[src/rtl/cpu_pkg.sv]
// -----------------------------------------------------------------------------
// cpu_pkg
// Shared definitions for the RV32 core's load path.
//   XLEN           : data / address width (only 32 is supported)
//   F3_*           : load funct3 encodings
//   ld_state_e     : load unit state encoding (LD_IDLE, LD_REQ, LD_RESP)
//   is_legal_load  : funct3 is one of the five load encodings
//   is_misaligned  : access straddles its natural alignment
// -----------------------------------------------------------------------------
package cpu_pkg;

    localparam int XLEN = 32;

    localparam logic [2:0] F3_LB  = 3'b000;
    localparam logic [2:0] F3_LH  = 3'b001;
    localparam logic [2:0] F3_LW  = 3'b010;
    localparam logic [2:0] F3_LBU = 3'b100;
    localparam logic [2:0] F3_LHU = 3'b101;

    typedef enum logic [1:0] {
        LD_IDLE = 2'd0,
        LD_REQ  = 2'd1,
        LD_RESP = 2'd2
    } ld_state_e;

    function automatic logic is_legal_load(input logic [2:0] f3);
        return (f3 == F3_LB) || (f3 == F3_LH) || (f3 == F3_LW) ||
               (f3 == F3_LBU) || (f3 == F3_LHU);
    endfunction

    function automatic logic is_misaligned(input logic [2:0] f3, input logic [1:0] lo);
        if ((f3 == F3_LH) || (f3 == F3_LHU)) return lo[0];
        if (f3 == F3_LW)                     return (lo != 2'b00);
        return 1'b0;
    endfunction

endpackage

[src/rtl/load_align.sv]
// -----------------------------------------------------------------------------
// load_align
// Purely combinational extraction and sign/zero extension of load data.
// Ports:
//   rdata   in  [XLEN-1:0]  word read from the data-memory bus
//   addr_lo in  [1:0]       low address bits of the load
//   funct3  in  [2:0]       load type
//   data    out [XLEN-1:0]  extracted, extended value (0 for illegal funct3)
// Halfword selection looks only at addr_lo[1]; addr_lo[0] is don't-care for
// LH/LHU and both bits are don't-care for LW.
// -----------------------------------------------------------------------------
module load_align (
    input  logic [cpu_pkg::XLEN-1:0] rdata,
    input  logic [1:0]               addr_lo,
    input  logic [2:0]               funct3,
    output logic [cpu_pkg::XLEN-1:0] data
);
    import cpu_pkg::*;

    logic [7:0]  byte_sel;
    logic [15:0] half_sel;

    always_comb begin
        case (addr_lo)
            2'd0:    byte_sel = rdata[7:0];
            2'd1:    byte_sel = rdata[15:8];
            2'd2:    byte_sel = rdata[23:16];
            default: byte_sel = rdata[31:24];
        endcase
    end

    assign half_sel = addr_lo[1] ? rdata[31:16] : rdata[15:0];

    always_comb begin
        // NOTE: assign a default before the case so no path leaves data
        // unassigned; otherwise synthesis infers a latch.
        data = '0;
        case (funct3)
            F3_LB:   data = {{24{byte_sel[7]}}, byte_sel};
            F3_LH:   data = {{16{half_sel[15]}}, half_sel};
            F3_LW:   data = rdata;
            F3_LBU:  data = {24'b0, byte_sel};
            F3_LHU:  data = {16'b0, half_sel};
            default: data = '0;
        endcase
    end

endmodule

[src/rtl/load_unit.sv]
// -----------------------------------------------------------------------------
// load_unit
// Multi-cycle load unit: accepts a load from execute, performs one read on
// the data-memory bus with a req/ack handshake, and returns the extracted,
// extended data with a one-cycle done pulse.
// Parameters:
//   XLEN      data / address width (only 32 supported)
//   MAX_WAIT  bus timeout in REQ cycles; 0 disables the timeout
// Ports:
//   clk        in   system clock, rising edge
//   rst        in   asynchronous reset, active-high
//   start      in   load command valid, sampled only in IDLE
//   addr       in   byte address
//   funct3     in   load type
//   busy       out  bus transaction in flight (REQ)
//   done       out  one-cycle completion pulse
//   err        out  error status, qualified by done
//   result     out  extended load data, held until the next done
//   mem_req    out  bus read request
//   mem_addr   out  word-aligned bus address
//   mem_ack    in   bus read data valid
//   mem_rdata  in   bus read data
// Build option:
//   LOAD_MISALIGN_TRAP_EN  misaligned LH/LHU/LW complete with err and no bus
//                          access; when undefined, unused low address bits
//                          are ignored.
// -----------------------------------------------------------------------------
module load_unit #(
    parameter int XLEN     = 32,
    parameter int MAX_WAIT = 255
) (
    input  logic            clk,
    input  logic            rst,
    input  logic            start,
    input  logic [XLEN-1:0] addr,
    input  logic [2:0]      funct3,
    output logic            busy,
    output logic            done,
    output logic            err,
    output logic [XLEN-1:0] result,
    output logic            mem_req,
    output logic [XLEN-1:0] mem_addr,
    input  logic            mem_ack,
    input  logic [XLEN-1:0] mem_rdata
);
    import cpu_pkg::*;

    localparam int CNT_W = (MAX_WAIT > 1) ? $clog2(MAX_WAIT + 1) : 1;
    localparam logic [CNT_W-1:0] CNT_LAST = (MAX_WAIT > 0) ? CNT_W'(MAX_WAIT - 1) : '0;

    ld_state_e       state;
    ld_state_e       next_state;
    logic [1:0]      lat_lo;
    logic [2:0]      lat_f3;
    logic [CNT_W-1:0] wait_cnt;
    logic [XLEN-1:0] align_data;
    logic            start_bad;
    logic            timeout;

    load_align u_align (
        .rdata   (mem_rdata),
        .addr_lo (lat_lo),
        .funct3  (lat_f3),
        .data    (align_data)
    );

`ifdef LOAD_MISALIGN_TRAP_EN
    assign start_bad = !is_legal_load(funct3) || is_misaligned(funct3, addr[1:0]);
`else
    assign start_bad = !is_legal_load(funct3);
`endif

    // Fires on the MAX_WAIT-th REQ cycle; an ack in that same cycle wins.
    assign timeout = (MAX_WAIT != 0) && (wait_cnt == CNT_LAST);

    // State register
    always_ff @(posedge clk or posedge rst) begin
        if (rst) begin
            state <= LD_IDLE;
        end else begin
            // NOTE: non-blocking assignment so every flop samples pre-edge
            // values regardless of process evaluation order.
            state <= next_state;
        end
    end

    // Next-state logic
    always_comb begin
        next_state = state;
        case (state)
            LD_IDLE: if (start) next_state = start_bad ? LD_RESP : LD_REQ;
            LD_REQ:  if (mem_ack || timeout) next_state = LD_RESP;
            LD_RESP: next_state = LD_IDLE;
            default: next_state = LD_IDLE;
        endcase
    end

    // Outputs decoded from state; mem_req therefore drops with the async reset.
    always_comb begin
        busy    = 1'b0;
        done    = 1'b0;
        mem_req = 1'b0;
        case (state)
            LD_REQ: begin
                busy    = 1'b1;
                mem_req = 1'b1;
            end
            LD_RESP: done = 1'b1;
            default: ;
        endcase
    end

    // Datapath: command latch, wait counter, result/err capture
    always_ff @(posedge clk or posedge rst) begin
        if (rst) begin
            mem_addr <= '0;
            lat_lo   <= '0;
            lat_f3   <= '0;
            wait_cnt <= '0;
            result   <= '0;
            err      <= 1'b0;
        end else begin
            case (state)
                LD_IDLE: begin
                    if (start) begin
                        mem_addr <= {addr[XLEN-1:2], 2'b00};
                        lat_lo   <= addr[1:0];
                        lat_f3   <= funct3;
                        wait_cnt <= '0;
                        if (start_bad) begin
                            result <= '0;
                            err    <= 1'b1;
                        end
                    end
                end
                LD_REQ: begin
                    if (mem_ack) begin
                        result <= align_data;
                        err    <= 1'b0;
                    end else if (timeout) begin
                        result <= '0;
                        err    <= 1'b1;
                    end else begin
                        wait_cnt <= wait_cnt + CNT_W'(1);
                    end
                end
                default: ;
            endcase
        end
    end

endmodule

[config.mk]
export PLATFORM = sky130hd
export DESIGN_NAME = load_unit
export DESIGN_NICKNAME = d
export VERILOG_FILES = /design/src/rtl/cpu_pkg.sv /design/src/rtl/load_align.sv /design/src/rtl/load_unit.sv
export SDC_FILE = /design/constraint.sdc
export NUM_CORES = 1
export LEC_CHECK = 0
export CAP_MARGIN = 20
export CORE_UTILIZATION = 42
export DETAILED_ROUTE_END_ITERATION = 7
export PLACE_DENSITY_LB_ADDON = 0.12
export SYNTH_ARGS = -nofsm -noshare
export SYNTH_HDL_FRONTEND = slang
export SYNTH_HIERARCHICAL = 1
export SYNTH_SLANG_ARGS = --single-unit
[constraint.sdc]
create_clock -name clk -period 2.5 [get_ports clk]
set_clock_uncertainty 0.05 [all_clocks]
set_input_delay 0.375 -clock clk [delete_from_list [all_inputs] [get_ports clk]]
set_output_delay 0.375 -clock clk [all_outputs]
set_load 0.005 [all_outputs]
After elaboration in Yosys (flattened, before gate mapping)
Cells that the tools add are included.

word-level totals
  memory bits (read-only) = 0
  logic and storage cells = 64
  bits in latches = 0
  bits in registers = 78
  input port bits = 71
  memories = 0
  bits in writable memories = 0
  output and inout bits = 68

operators by class
  multipliers = 0
  eq/ne operators = 19
  muxes and demuxes = 23
  reductions and logical operators = 14
  bitwise gates (word level) = 0
  shift operators = 0
  order comparisons = 0
  div/mod/pow operators = 0
  add/subtract/negate cells = 1

operators by type and width
  operator                                              number
  one-hot mux 32 bit (5 select lines)                   1
  two-way mux 32 bit                                    4
  one-hot mux 32 bit (2 select lines)                   1
  two-way mux 8 bit                                     3
  one-hot mux 8 bit (3 select lines)                    1
  two-way mux 16 bit                                    1
  one-hot mux 8 bit (2 select lines)                    1
  equality test 3 bit (second input constant)           4
  != test 2 bit (second input constant)                 5
  adder 8 x 1 -> 8 bit (second input constant)          1
  equality test 8 bit (second input constant)           1
  AND reduction 4 bit                                   2
  equality test 3 x 1 -> 1 bit (second input constant)  2
  equality test 3 x 2 -> 1 bit (second input constant)  2
  logical NOT 3 bit                                     2
  two-way mux 1 bit                                     6
  two-way mux 2 bit                                     3
  logical OR 1 bit                                      5
  equality test 2 x 1 -> 1 bit (second input constant)  2
  equality test 2 bit (second input constant)           2
  logical NOT 2 bit                                     2
  one-hot mux 2 bit (2 select lines)                    1
  AND reduction 2 bit                                   2
  != test 3 bit (second input constant)                 1
  2 further kinds                                       2

Longest topological paths before layout
Gate-level depths: netlist of the first run.

  depth after elaboration = 8
  gate-level depth with buffers = 7
  gate-level depth less buffers = 6

Hierarchy
The synthesis of the first run kept the hierarchy.

modules (own cells, without submodules)
  module      area each (um^2)  sequential area each (um^2)  cells each  times used
  load_unit   3313.2            1951.9                       327         1
  load_align  1044.8            0.0                          133         1

Least setup slack after synthesis of the first run
No wires, ideal clock.

  path type = flip-flop to flip-flop
  from = register lat_lo[0]
  to = register result[4]
  buffers on the path = 1
  setup slack = 656 ps
  data arrival time = 1676 ps
  period minus slack after synthesis = 1844 ps
  setup time = 118 ps
  stages on the path, launching flop included = 6
  data required time = 2332 ps
  cell sequence = dfrtp_1 -> buf_6 -> mux4_2 -> a221o_1 -> a22o_1 -> a21o_1

on the way
  longest elaborated chain between the ends = 5
  elaborated cells between the ends (all ways) = 7
  classes of those cells = eq/ne: 2; mux: 4; reduce/logical: 1

ends and longest elaborated chain
  what                                               line              source
  from (decl)                                        load_unit.sv:53   logic [1:0] lat_lo;
  from (signal assigned)                             load_unit.sv:127  lat_lo <= addr[1:0];
  equality test 2 bit, or another cell as far along  load_align.sv:24  case (addr_lo)
  one-hot mux 8 bit (3 select lines) (*)             load_align.sv:24
  one-hot mux 32 bit (5 select lines) (*)            load_align.sv:38  case (funct3)
  net align_data[4]                                  load_unit.sv:56   logic [XLEN-1:0] align_data;
  two-way mux 32 bit (*)                             load_unit.sv:137  if (mem_ack) begin
  one-hot mux 32 bit (2 select lines) (*)            load_unit.sv:123  case (state)
  to (signal assigned)                               load_unit.sv:138  result <= align_data;
  to (decl)                                          load_unit.sv:40   output logic [XLEN-1:0] result,

The timed path passes the listed nets; every way through them passes the cells marked *.
A chain may end at the register's enable or synchronous reset.

Worst setup path in the final report of the first run
  from = register lat_lo[1]
  to = register result[4]

on the way
  longest elaborated chain between the ends = 5
  elaborated cells between the ends (all ways) = 8
  classes of those cells = eq/ne: 2; mux: 5; reduce/logical: 1

ends and longest elaborated chain
  what                                               line
  equality test 2 bit, or another cell as far along  load_align.sv:24
  one-hot mux 8 bit (3 select lines)                 load_align.sv:24
  one-hot mux 32 bit (5 select lines) (*)            load_align.sv:38
  net align_data[4]                                  load_unit.sv:56
  two-way mux 32 bit (*)                             load_unit.sv:137
  one-hot mux 32 bit (2 select lines) (*)            load_unit.sv:123

Marked as above.

==> results.cfg, run 1 <==
[grt]
grt_max_degree = 55
grt_use_total = 0.226
first_global_vias = 3989
grt_antenna_before_repair = 0
grt_overflow = 0
grt_pass1_wl_um = 19500

[setup_path]
crit_required_ps = 2710
worstSetupPathType = reg -> reg
cp.arrival_ps = 2330
cp-start-kind = flip-flop
crit_path_max_fanout = 19
end_kind = flip-flop

[placed_design]
dp.final_hpwl_um = 8330
dpl_cell_area_um2 = 5830
routabilityCongestion = 0.827
io_buffers = 136

[power_and_ir_drop]
cellLeakagePower_nw = 2.85
power_per_cell_area_nw_per_um2 = 1150
peakVddDrop_mv = 0.535

[detailed_routing]
via_count = 3961
drt_iter0_drc = 215
via_per_inst = 5.50
finalWirelength_um = 11800
drt_first_pass_iters = 5
ant_nets = 0
wl_per_cell_um = 16.4
drc = 0

[die]
io_pins = 139
die-area_um2 = 10800
fp.dieW_um = 104
row_count = 36
die-height_um = 104
start_util = 0.440
coreArea_um2 = 9910

[sta]
setup_violations = 0
setup_tns_ps = 0
fmax_mhz = 470
relSlewSlack = 0.516
fin_crit_sh = 0.851
final-max-slew-violation-count = 0
grt_setup_unrepaired = false
hold_viol_final = 0
tightestPinTransition_ps = 722
period_needed_ps = 2130

[logic_synthesis]
yosys.area.top_type = dfrtp_1
syn_avg_cell_area_um2 = 9.47
yosysWarnings = 6
synthFlopType = dfrtp_1
syn-instance-count = 460
yosysTopAreaCellShare = 0.448
ys_seq_area_frac = 0.448
synth_edf_count = 0
async_flop_share = 1.00
syn_area_um2 = 4360
synth_area_leaders = dfrtp_1, nand2_1, a22o_1
ys_ff_latch = 78
synth_cell_types = 47

[final_layout]
syn2layout_area_growth_pct = 38.5
design_area_um2 = 6040
nets = 655
drive_above_1_share = 0.0971
antennaDiodeCount = 0

[cts]
cts_max_level = 3
post_cts_resized = 0
clk_path_buf_depth = 2
post-cts-setup-buffers = 0
clk_pin_slew_ps = 90
cts.sinks = 78
tritoncts = yes
cts_hold_buf = 0
cts_root_buf = clkbuf_8
clock_latency_ps = 360
cts_buffers = 9

[hold_path]
min_path_type = in -> async

[job]
maxCapViolations = 0

[status]
outcome = complete, no violations
-- registers in the layout (all words and copies together) (netlist names) --
register	cells
mem_addr	30
lat_lo	2
result	32
err	1
state	2
lat_f3	3
wait_cnt	8
-- metal layers --
layer	vias up	global-route usage	wire, um
met5	-	0	0
met4	0	0.0796	236
met3	16	0.0789	1050
met2	154	0.382	5630
met1	1895	0.265	4910
li1	1896	-	-
-- path summary, 6_finish.rpt --
check	startpoint	endpoint	slack (ps)	depth (start not counted)
setup / recovery	lat_lo[1]	result[4]	370	5
hold / removal	rst	mem_addr[9]	270	2
setup reg to reg	lat_lo[1]	result[4]	370	5
hold reg to reg	mem_addr[11]	mem_addr[11]	430	2
max in group asynchronous	rst	result[5]	1500	3
min in group clk	mem_addr[11]	mem_addr[11]	430	2
-- cell usage in the layout, fill, tap and decap left out, types with 4 or more instances in the layout --
| cell | count |
|---|---|
| dfrtp_1 | 78 |
| clkdlybuf4s50_1 | 136 |
| mux2i_1 | 6 |
| nand2_1 | 112 |
| a22o_1 | 32 |
| o31ai_1 | 6 |
| a22oi_1 | 19 |
| mux4_2 | 4 |
| a211oi_1 | 16 |
| o21ai_1 | 4 |
| clkbuf_8 | 9 |
| nand3_1 | 6 |
| mux2_2 | 11 |
| nor2_1 | 15 |
| a221o_1 | 5 |
| a21o_1 | 33 |
| nor2b_1 | 9 |
| a21oi_1 | 19 |
| inv_1 | 6 |
| buf_4 | 13 |
-- layout make-up --
class | instances | area, um^2
clock buffer | 9 | 124
clock inverter | 7 | 81.3
fill | 880 | 3870
inverter | 7 | 27.5
multi-input combinational | 335 | 2190
sequential | 78 | 1950
tap | 133 | 166
timing repair buffer | 151 | 1500
-- stage by stage --
stage               utilization  worst slack, ps  hold WS (ps)  total power, mW  cells
finish                    0.609              373           273             6.94    720
global route              0.609              218           316             7.44    720
CTS                       0.609              376           279             6.99    720
detailed placement        0.589              155           411             5.96    704
global placement          0.589              200           408             5.91    704
floorplan                     -             80.0           397             4.34    461
-- synthesized netlist by cell type (2+ instances only) --
library cell  number
nor3b_1            2
a22o_1            32
inv_1              7
buf_4              8
buf_2             13
nand2_1          112
clkbuf_1          18
nand3_1            6
mux2i_1            6
a21o_1            33
and2b_2            2
mux4_2             4
nor2_1            16
o211ai_1           3
mux2_2            11
o31ai_1            6
a221o_1            5
nor2b_1            9
a211oi_1          16
o21ai_0            3
a22oi_1           19
ha_1               2
o21ai_1            5
nand4_1            2
dfrtp_1           78
nor3_1             3
a21oi_1           19
-- power by group --
part	leakage [nW]	internal, mW	switching (mW)
logic	1.76	2.00	1.66
registers	1.00	1.79	0.492
clock network	0.0944	0.475	0.519
total	2.85	4.26	2.67
-- logic make-up after synthesis --
kind of cell	Yosys count	synth area share
other cells	1	0.000861
mux	23	0.0724
buf+inv	48	0.0537
simple gates	159	0.159
xor+xnor	1	0.00201
compound gates	148	0.258
flops	78	0.448
fa+ha+maj	2	0.00574
-- critical path: stages (launching register included) --
cell	delay (ps)
dfrtp_1	610
buf_4	350
mux4_2	350
a221o_1	330
a22o_1	200
a21o_1	140
(Power assumes the default switching activity.)
==> inputs of run 2 (changes only) <==
--- a/config.mk
+++ b/config.mk
@@ -6,9 +6,11 @@
 export NUM_CORES = 1
 export LEC_CHECK = 0
 export CAP_MARGIN = 20
+export CORE_MARGIN = 5
 export CORE_UTILIZATION = 42
 export DETAILED_ROUTE_END_ITERATION = 7
 export PLACE_DENSITY_LB_ADDON = 0.12
+export RECOVER_POWER = 100
 export SYNTH_ARGS = -nofsm -noshare
 export SYNTH_HDL_FRONTEND = slang
 export SYNTH_HIERARCHICAL = 1
==> results.cfg, run 2 (synthesis results as in run 1) <==
[status]
outcome = complete, no violations

[detailed_routing]
drt_iter0_drc = 220
ant_nets = 0
drc = 0
wl_per_cell_um = 17.2
finalWirelength_um = 12500
dr_wl_met2_um = 5700
wl_met3_um = 1170
drt_first_pass_iters = 4
drt-met1-wl_um = 5400
top_layer_used = met4
via_count = 3945
via_per_inst = 5.46

[power_and_ir_drop]
p_comb_frac = 0.508
peakVddDrop_mv = 0.479
p_sw_frac = 0.385
p_int_mw = 4.19
pwr-share-clk = 0.156
cellLeakagePower_nw = 2.95
sequentialPowerShare = 0.336
netSwitchingPower_mw = 2.62
power_per_cell_area_nw_per_um2 = 1130

[die]
start_util = 0.426
die-area_um2 = 12500
coreArea_um2 = 10200
io_pins = 139
row_count = 37
die-height_um = 112
fp.dieW_um = 112

[setup_path]
reg2regPathDepth = 6
crit_path_max_fanout = 25
worstSetupPathType = reg -> reg
crit_required_ps = 2690
cp.arrival_ps = 2430
end_kind = flip-flop
cp-start-kind = flip-flop

[grt]
grt_max_degree = 50
grt_pass1_wl_um = 20200
grt_overflow = 0
grt_antenna_before_repair = 0
first_global_vias = 3916
grt_use_total = 0.199

[placed_design]
routabilityCongestion = 0.888
io_buffers = 136
dp.final_hpwl_um = 8930
place_ws_ps = 268

[sta]
fin_ws_ps = 265
tightestPinTransition_ps = 1380
setup_tns_ps = 0
setup_violations = 0
period_needed_ps = 2230
fmax_mhz = 447
grt_setup_unrepaired = false
hold_viol_final = 0
relSlewSlack = 0.0722
final-max-slew-violation-count = 0
fin_crit_sh = 0.894

[cts]
tritoncts = yes
post-cts-setup-buffers = 0
cts_hold_buf = 0
cts_max_level = 3
clock_latency_ps = 350
clk_pin_slew_ps = 80
cts_root_buf = clkbuf_8
cts_buffers = 9
cts.sinks = 78
clk_path_buf_depth = 2
post_cts_resized = 0

[final_layout]
syn2layout_area_growth_pct = 38.3
regMostFlops = result
nets = 656
drive_above_1_share = 0.0903
largest_reg_flops = 32
top_regs = result x32, mem_addr x30, wait_cnt x8
final_common_cell = nand2_1
antennaDiodeCount = 0
fillCellCount = 903
final_cell_mix = nand2_1, dfrtp_1, clkdlybuf4s50_1

[hold_path]
min_path_type = reg -> reg
hold_path_depth = 2

[job]
maxCapViolations = 0
## run 2: cell count changes in the layout (fill, tap and decap cells not counted), sizes merged
cell	delta
clkinvlp	-1
inv	-2
clkdlybuf4s50	-67
dlygate4sd3	+67
clkbuf	+3
bufinv	+1
buf	-1
## run 2: path summary, 6_finish.rpt
| check | startpoint | slack (ps) | endpoint |
|---|---|---|---|
| worst max-delay path | lat_lo[0] | 270 | result[7] |
| worst min-delay path | mem_addr[15] | 420 | mem_addr[15] |
| worst max register to register | lat_lo[0] | 270 | result[7] |
| worst min register to register | mem_addr[15] | 420 | mem_addr[15] |
| max in group asynchronous | rst | 850 | result[2] |
| min in group asynchronous | rst | 720 | mem_addr[6] |
## run 2: critical path, stage by stage, from the launching register on
cell and delay, ps:
dfrtp_1 690, mux2_1 390, a22oi_1 290, buf_12 210, o221ai_1 130, a22o_1 210, a21o_1 150
## run 2: power by group through the flow
stage                     Clock (mW)  Sequential, mW  Combinational (mW)
after floorplan                    0            2.19                2.15
after global placement             0            2.31                3.67
after detailed placement           0            2.33                3.70
after CTS                       1.09            2.31                3.72
after global routing            1.15            2.38                3.78
final                           1.06            2.28                3.46
## run 2: through the flow
stage	std cells	power (mW)	util	cell area [um^2]	hold WS (ps)
CTS	723	7.13	0.594	6070	320
finish	723	6.80	0.589	6030	421
global placement	708	5.98	0.572	5860	407
global route	723	7.31	0.589	6030	445
floorplan	461	4.34	-	4360	397
detailed placement	708	6.03	0.572	5860	412
## run 2: cell type report
cell class                 instances  area [um^2]  area share
clock buffer                      10          138      0.0228
clock inverter                     5         81.3      0.0135
timing repair buffer             152         1500       0.249
tap                              136          170      0.0282
multi-input combinational        335         2160       0.358
inverter                           7         27.5     0.00457
sequential                        78         1950       0.324
## run 2: metal layers
layer | up-vias | global-route usage
li1 | 1903 | -
met1 | 1873 | 0.252
met2 | 158 | 0.314
met3 | 11 | 0.0739
met4 | 0 | 0.0665
met5 | - | 0
==> inputs of run 3 (changes only) <==
--- a/config.mk
+++ b/config.mk
@@ -5,10 +5,12 @@
 export SDC_FILE = /design/constraint.sdc
 export NUM_CORES = 1
 export LEC_CHECK = 0
+export ABC_AREA = 1
 export CAP_MARGIN = 20
 export CORE_MARGIN = 5
 export CORE_UTILIZATION = 42
 export DETAILED_ROUTE_END_ITERATION = 7
+export GPL_ROUTABILITY_DRIVEN = 1
 export PLACE_DENSITY_LB_ADDON = 0.12
 export RECOVER_POWER = 100
 export SYNTH_ARGS = -nofsm -noshare
==> results.cfg, run 3 <==
[setup_path]
worstSetupPathType = reg -> out
cp-start-kind = flip-flop
cp.arrival_ps = 1750
end_kind = output port
crit_path_max_fanout = 8
crit_required_ps = 2080

[detailed_routing]
drt_first_pass_iters = 5
drc = 0
drt_iter0_drc = 204
wl_per_cell_um = 14.7
finalWirelength_um = 11500
via_per_inst = 4.86
ant_nets = 0
via_count = 3820

[logic_synthesis]
syn_area_um2 = 4270
yosysTopAreaCellShare = 0.457
ys_seq_area_frac = 0.457
async_flop_share = 1.00
synth_area_leaders = dfrtp_1, nand2_1, mux2_2
yosys.area.top_type = dfrtp_1
syn-instance-count = 518
synthFlopType = dfrtp_1
synth_cell_types = 29
yosys-top-cells-count = nand2_1, dfrtp_1, nand3_1
ys_ff_latch = 78
synth_edf_count = 0
syn_avg_cell_area_um2 = 8.24
yosysWarnings = 6
yosysMostFrequentCell = nand2_1

[final_layout]
syn2layout_area_growth_pct = 37.4
largest_reg_flops = 32
nets = 721
final_common_cell = nand2_1
final_cell_mix = nand2_1, dfrtp_1, clkdlybuf4s50_1
drive_above_1_share = 0.129
final_util = 0.595
top_regs = result x32, mem_addr x30, wait_cnt x8
regMostFlops = result
antennaDiodeCount = 0

[sta]
period_needed_ps = 2170
final-max-slew-violation-count = 0
setup_violations = 0
fin_crit_sh = 0.869
fin_ws_ps = 328
setup_tns_ps = 0
grt_setup_unrepaired = false
hold_viol_final = 0
tightestPinTransition_ps = 1290
relSlewSlack = 0.136
fmax_mhz = 460

[grt]
grt_overflow = 0
grt_use_total = 0.191
grt_max_degree = 35
grt_pass1_wl_um = 19200
first_global_vias = 3761
grt_antenna_before_repair = 0

[cts]
cts_hold_buf = 0
cts_max_level = 3
cts_buffers = 9
cts_root_buf = clkbuf_8
tritoncts = yes
cts.sinks = 78
post-cts-setup-buffers = 0
clock_latency_ps = 360
clk_pin_slew_ps = 80
post_cts_resized = 0
clk_path_buf_depth = 2

[power_and_ir_drop]
p_total_mw = 6.06
peakVddDrop_mv = 0.695
p_int_mw = 3.67
pwr-share-clk = 0.168
power_per_cell_area_nw_per_um2 = 1030
p_comb_frac = 0.497
cellLeakagePower_nw = 3.00
p_sw_frac = 0.394
sequentialPowerShare = 0.335
netSwitchingPower_mw = 2.39

[placed_design]
dp.final_hpwl_um = 8880
routabilityCongestion = 0.978
io_buffers = 136
place_ws_ps = 592

[die]
start_util = 0.433
die-area_um2 = 12300
row_count = 36
fp.dieW_um = 111
io_pins = 139
die-height_um = 111
coreArea_um2 = 9860

[hold_path]
min_path_type = reg -> reg

[job]
maxCapViolations = 0

[status]
outcome = complete, no violations
==> run 3: path summary, 6_finish.rpt <==
path,start,to,slack (ps),cells after the start
worst max-delay path,state[1],busy,330,4
worst min-delay path,result[10],result[10],420,2
worst max register to register,state[0],wait_cnt[3],410,6
worst min register to register,result[10],result[10],420,2
max in group asynchronous,rst,mem_addr[11],720,3
min in group asynchronous,rst,mem_addr[31],700,2
==> run 3: logic make-up (layout without fill, tap and decap cells) <==
| family | Yosys count | in the layout | share of synthesized area |
|---|---|---|---|
| buf+inv | 56 | 190 | 0.0721 |
| flops | 78 | 78 | 0.457 |
| xor+xnor | 3 | 3 | 0.00616 |
| fa+ha+maj | 2 | 2 | 0.00586 |
| compound gates | 16 | 16 | 0.0193 |
| simple gates | 330 | 330 | 0.354 |
| other cells | 1 | 2 | 0.000878 |
| mux | 32 | 32 | 0.0844 |
==> run 3: cell type report <==
| cell class | count | area (um^2) |
|---|---|---|
| clock buffer | 11 | 151 |
| clock inverter | 5 | 65.1 |
| fill | 920 | 4000 |
| inverter | 32 | 121 |
| multi-input combinational | 385 | 2000 |
| sequential | 78 | 1950 |
| tap | 133 | 166 |
| timing repair buffer | 142 | 1410 |
==> run 3: per-layer routing <==
layer  vias up  global-route usage  share of wire
met3        17              0.0464          0.070
li1       1903                   -              -
met1      1755               0.250           0.43
met2       145               0.309           0.48
met4         0              0.0673          0.019
met5         -                   0              0
==> run 3: stage by stage <==
| stage | hold slack, ps | instance area [um^2] | std cells |
|---|---|---|---|
| 2_1_floorplan | 415 | 4270 | 519 |
| 3_3_place_gp | 404 | 5680 | 770 |
| 3_5_place_dp | 409 | 5680 | 770 |
| 4_1_cts | 315 | 5900 | 786 |
| 5_1_grt | 441 | 5870 | 786 |
| 6_report | 417 | 5870 | 786 |
==> run 3: power groups by stage <==
stage	clock network, mW	registers, mW	logic (mW)
5_1_grt	1.12	2.10	3.35
6_report	1.02	2.03	3.01
3_3_place_gp	0	2.06	3.17
3_5_place_dp	0	2.08	3.22
2_1_floorplan	0	2.05	1.95
4_1_cts	1.05	2.06	3.22
==> run 3: worst max-delay path, cell delays in order, from the launching register on <==
cell and delay [ps]:
dfrtp_1 420, inv_2 90, nand2_4 70, inv_1 210, dlygate4sd3_1 610
==> RTL edit (config.mk and constraints of run 1) <==
The parameter `MAX_WAIT` goes from 255 to 510.
--- a/src/rtl/load_unit.sv
+++ b/src/rtl/load_unit.sv
@@ -27,7 +27,7 @@
 // -----------------------------------------------------------------------------
 module load_unit #(
     parameter int XLEN     = 32,
-    parameter int MAX_WAIT = 255
+    parameter int MAX_WAIT = 510
 ) (
     input  logic            clk,
     input  logic            rst,
Function: same outputs for any inputs over 4 cycles, from zero or initial values and one cycle with rst high; that may be too few to reach the edited logic, so the function may still have changed.
==> RTL edit against run 1 <==
Cell count shrank 5.4%. Routed wire length shrank 5.0%. Area after synthesis shrank 4.9%. Sequential share of layout area grew 1.7 points. Sequential cell count grew 1. Utilization grew 0.86 points. Design area shrank 3.6%. Fmax shrank 8.6%. Setup slack lost 200 ps. Critical path type is now flip-flop to output port. Total power shrank 17%.
==> RTL edit: results (changes against run 1) <==
run_status:
  outcome: "finished clean"
synth:
  synth_compound_area_share_pct: 22.19  # -3.6 points
  synth_mux_area_share_pct: 8.333  # +1.1 points
  synth_seq_area_share_pct: 47.71  # +2.9 points
  synth_top_area_share_pct: 47.71  # +2.9 points
  synthTopCellsByArea: "dfrtp_1 (48%), nand2_1 (10%), a22o_1 (6.8%)"
  synthAdderAreaFrac_pct: 0.6039  # +0.030 points
  yosys.area_share.xor_xnor_pct: 0  # -0.20 points
  synthTopCellsByCount: "nand2_1 (113), dfrtp_1 (79), a22o_1 (32)"
power:
  swShare_pct: 34.40  # -4.1 points
  vdd.ir_drop.worst_mv: 0.4764  # -11%
global_route:
  grt_start_max_net_pins: 42  # -24%
  grt_pass1_wl_um: 18050  # -7.6%
  grtUsageTotal_pct: 22.73  # +0.14 points
final_layout:
  final_nets: 620  # -5.3%
  fillCellCount: 809  # -8.1%
  drive_above_1_share_pct: 9.239  # -0.47 points
drt:
  wl_met2_um: 5231  # -7.2%
  dr_wl_met3_um: 871  # -17%
  met1_length_um: 4992  # +1.6%
  drt_iter0_drc: 189  # -12%
  post_drt_wl_per_cell_um: 16.50  # +0.43%
  vias_per_cell: 5.430  # -1.3%
placed_design:
  gp_congestion: 0.8200  # -0.79%
worst_setup_path:
  critPathMaxFanout: 8  # -11
  slowest_stage: "clkdlybuf4s50_1"
  critPathTopFamily: "buffers and inverters"
timing:
  slew_headroom_pct: 54.50  # +2.9 points
clocking:
  worstSkewPairLatency_ps: 340  # -20 ps
  cts-buffers-inserted: 9  # unchanged
[RTL edit: kinds of logic after synthesis]
kind of cell | Yosys count
and+or+nand+nor | 153
AOI/OAI and AO/OA | 121
DFF | 79
buffers and inverters | 43
muxes | 26
adders and majority gates | 2
other | 1
[RTL edit: final timing paths]
check	start	end	depth (start not counted)	slack, ps
setup / recovery	state[0]$_DFFE_PP0P_	busy	2	170
max in group asynchronous	rst	result[4]$_DFFE_PP0P_	3	1450
setup reg to reg	lat_lo[0]$_DFFE_PP0P_	result[14]$_DFFE_PP0P_	5	370
hold reg to reg	mem_addr[13]$_DFFE_PP0P_	mem_addr[13]$_DFFE_PP0P_	2	430
min in group clk	mem_addr[13]$_DFFE_PP0P_	mem_addr[13]$_DFFE_PP0P_	2	430
hold / removal	rst	mem_addr[27]$_DFFE_PP0P_	2	330
[RTL edit: cell type report]
| class | instances | area (µm²) | share of cell area (%) |
|---|---|---|---|
| Clock buffer | 9 | 123.9 | 2.129 |
| Clock inverter | 7 | 95.09 | 1.635 |
| Inverter | 5 | 20.02 | 0.3442 |
| Multi-Input combinational cell | 304 | 1963 | 33.75 |
| Sequential cell | 79 | 1977 | 33.99 |
| Tap cell | 129 | 161.4 | 2.775 |
| Timing Repair Buffer | 148 | 1476 | 25.38 |
[RTL edit: through the flow]
stage	setup WS (ps)	instance area [µm²]	hold WS (ps)	util, %	instances
floorplan	51.62	4148	391.0	-	426
global placement	343.2	5598	405.9	59.46	665
detailed placement	333.1	5598	411.4	59.46	665
CTS	150.3	5817	323.7	61.78	681
global route	73.74	5817	363.6	61.78	681
finish	173.4	5817	325.0	61.78	681
[RTL edit: per-layer routing]
metal  up-vias  global-route usage (%)
met2       151                   36.53
li1       1769                       -
met5         -                       0
met4         0                   9.142
met3        12                   5.728
met1      1766                   29.47
[RTL edit: worst reg2reg max path, stage by stage (launching register included)]
cell and delay, ps:
dfrtp_1 680, mux2_2 420, a22oi_4 220, buf_4 280, o31ai_1 140, a22o_1 230
[RTL edit: power groups by stage]
stage | Sequential, mW | Clock [mW] | Combinational (mW)
finish | 2.09 | 1.06 | 2.63
global route | 2.15 | 1.13 | 2.87
CTS | 2.09 | 1.09 | 2.65
detailed placement | 2.11 | 0 | 2.63
global placement | 2.11 | 0 | 2.61
floorplan | 2.03 | 0 | 1.41
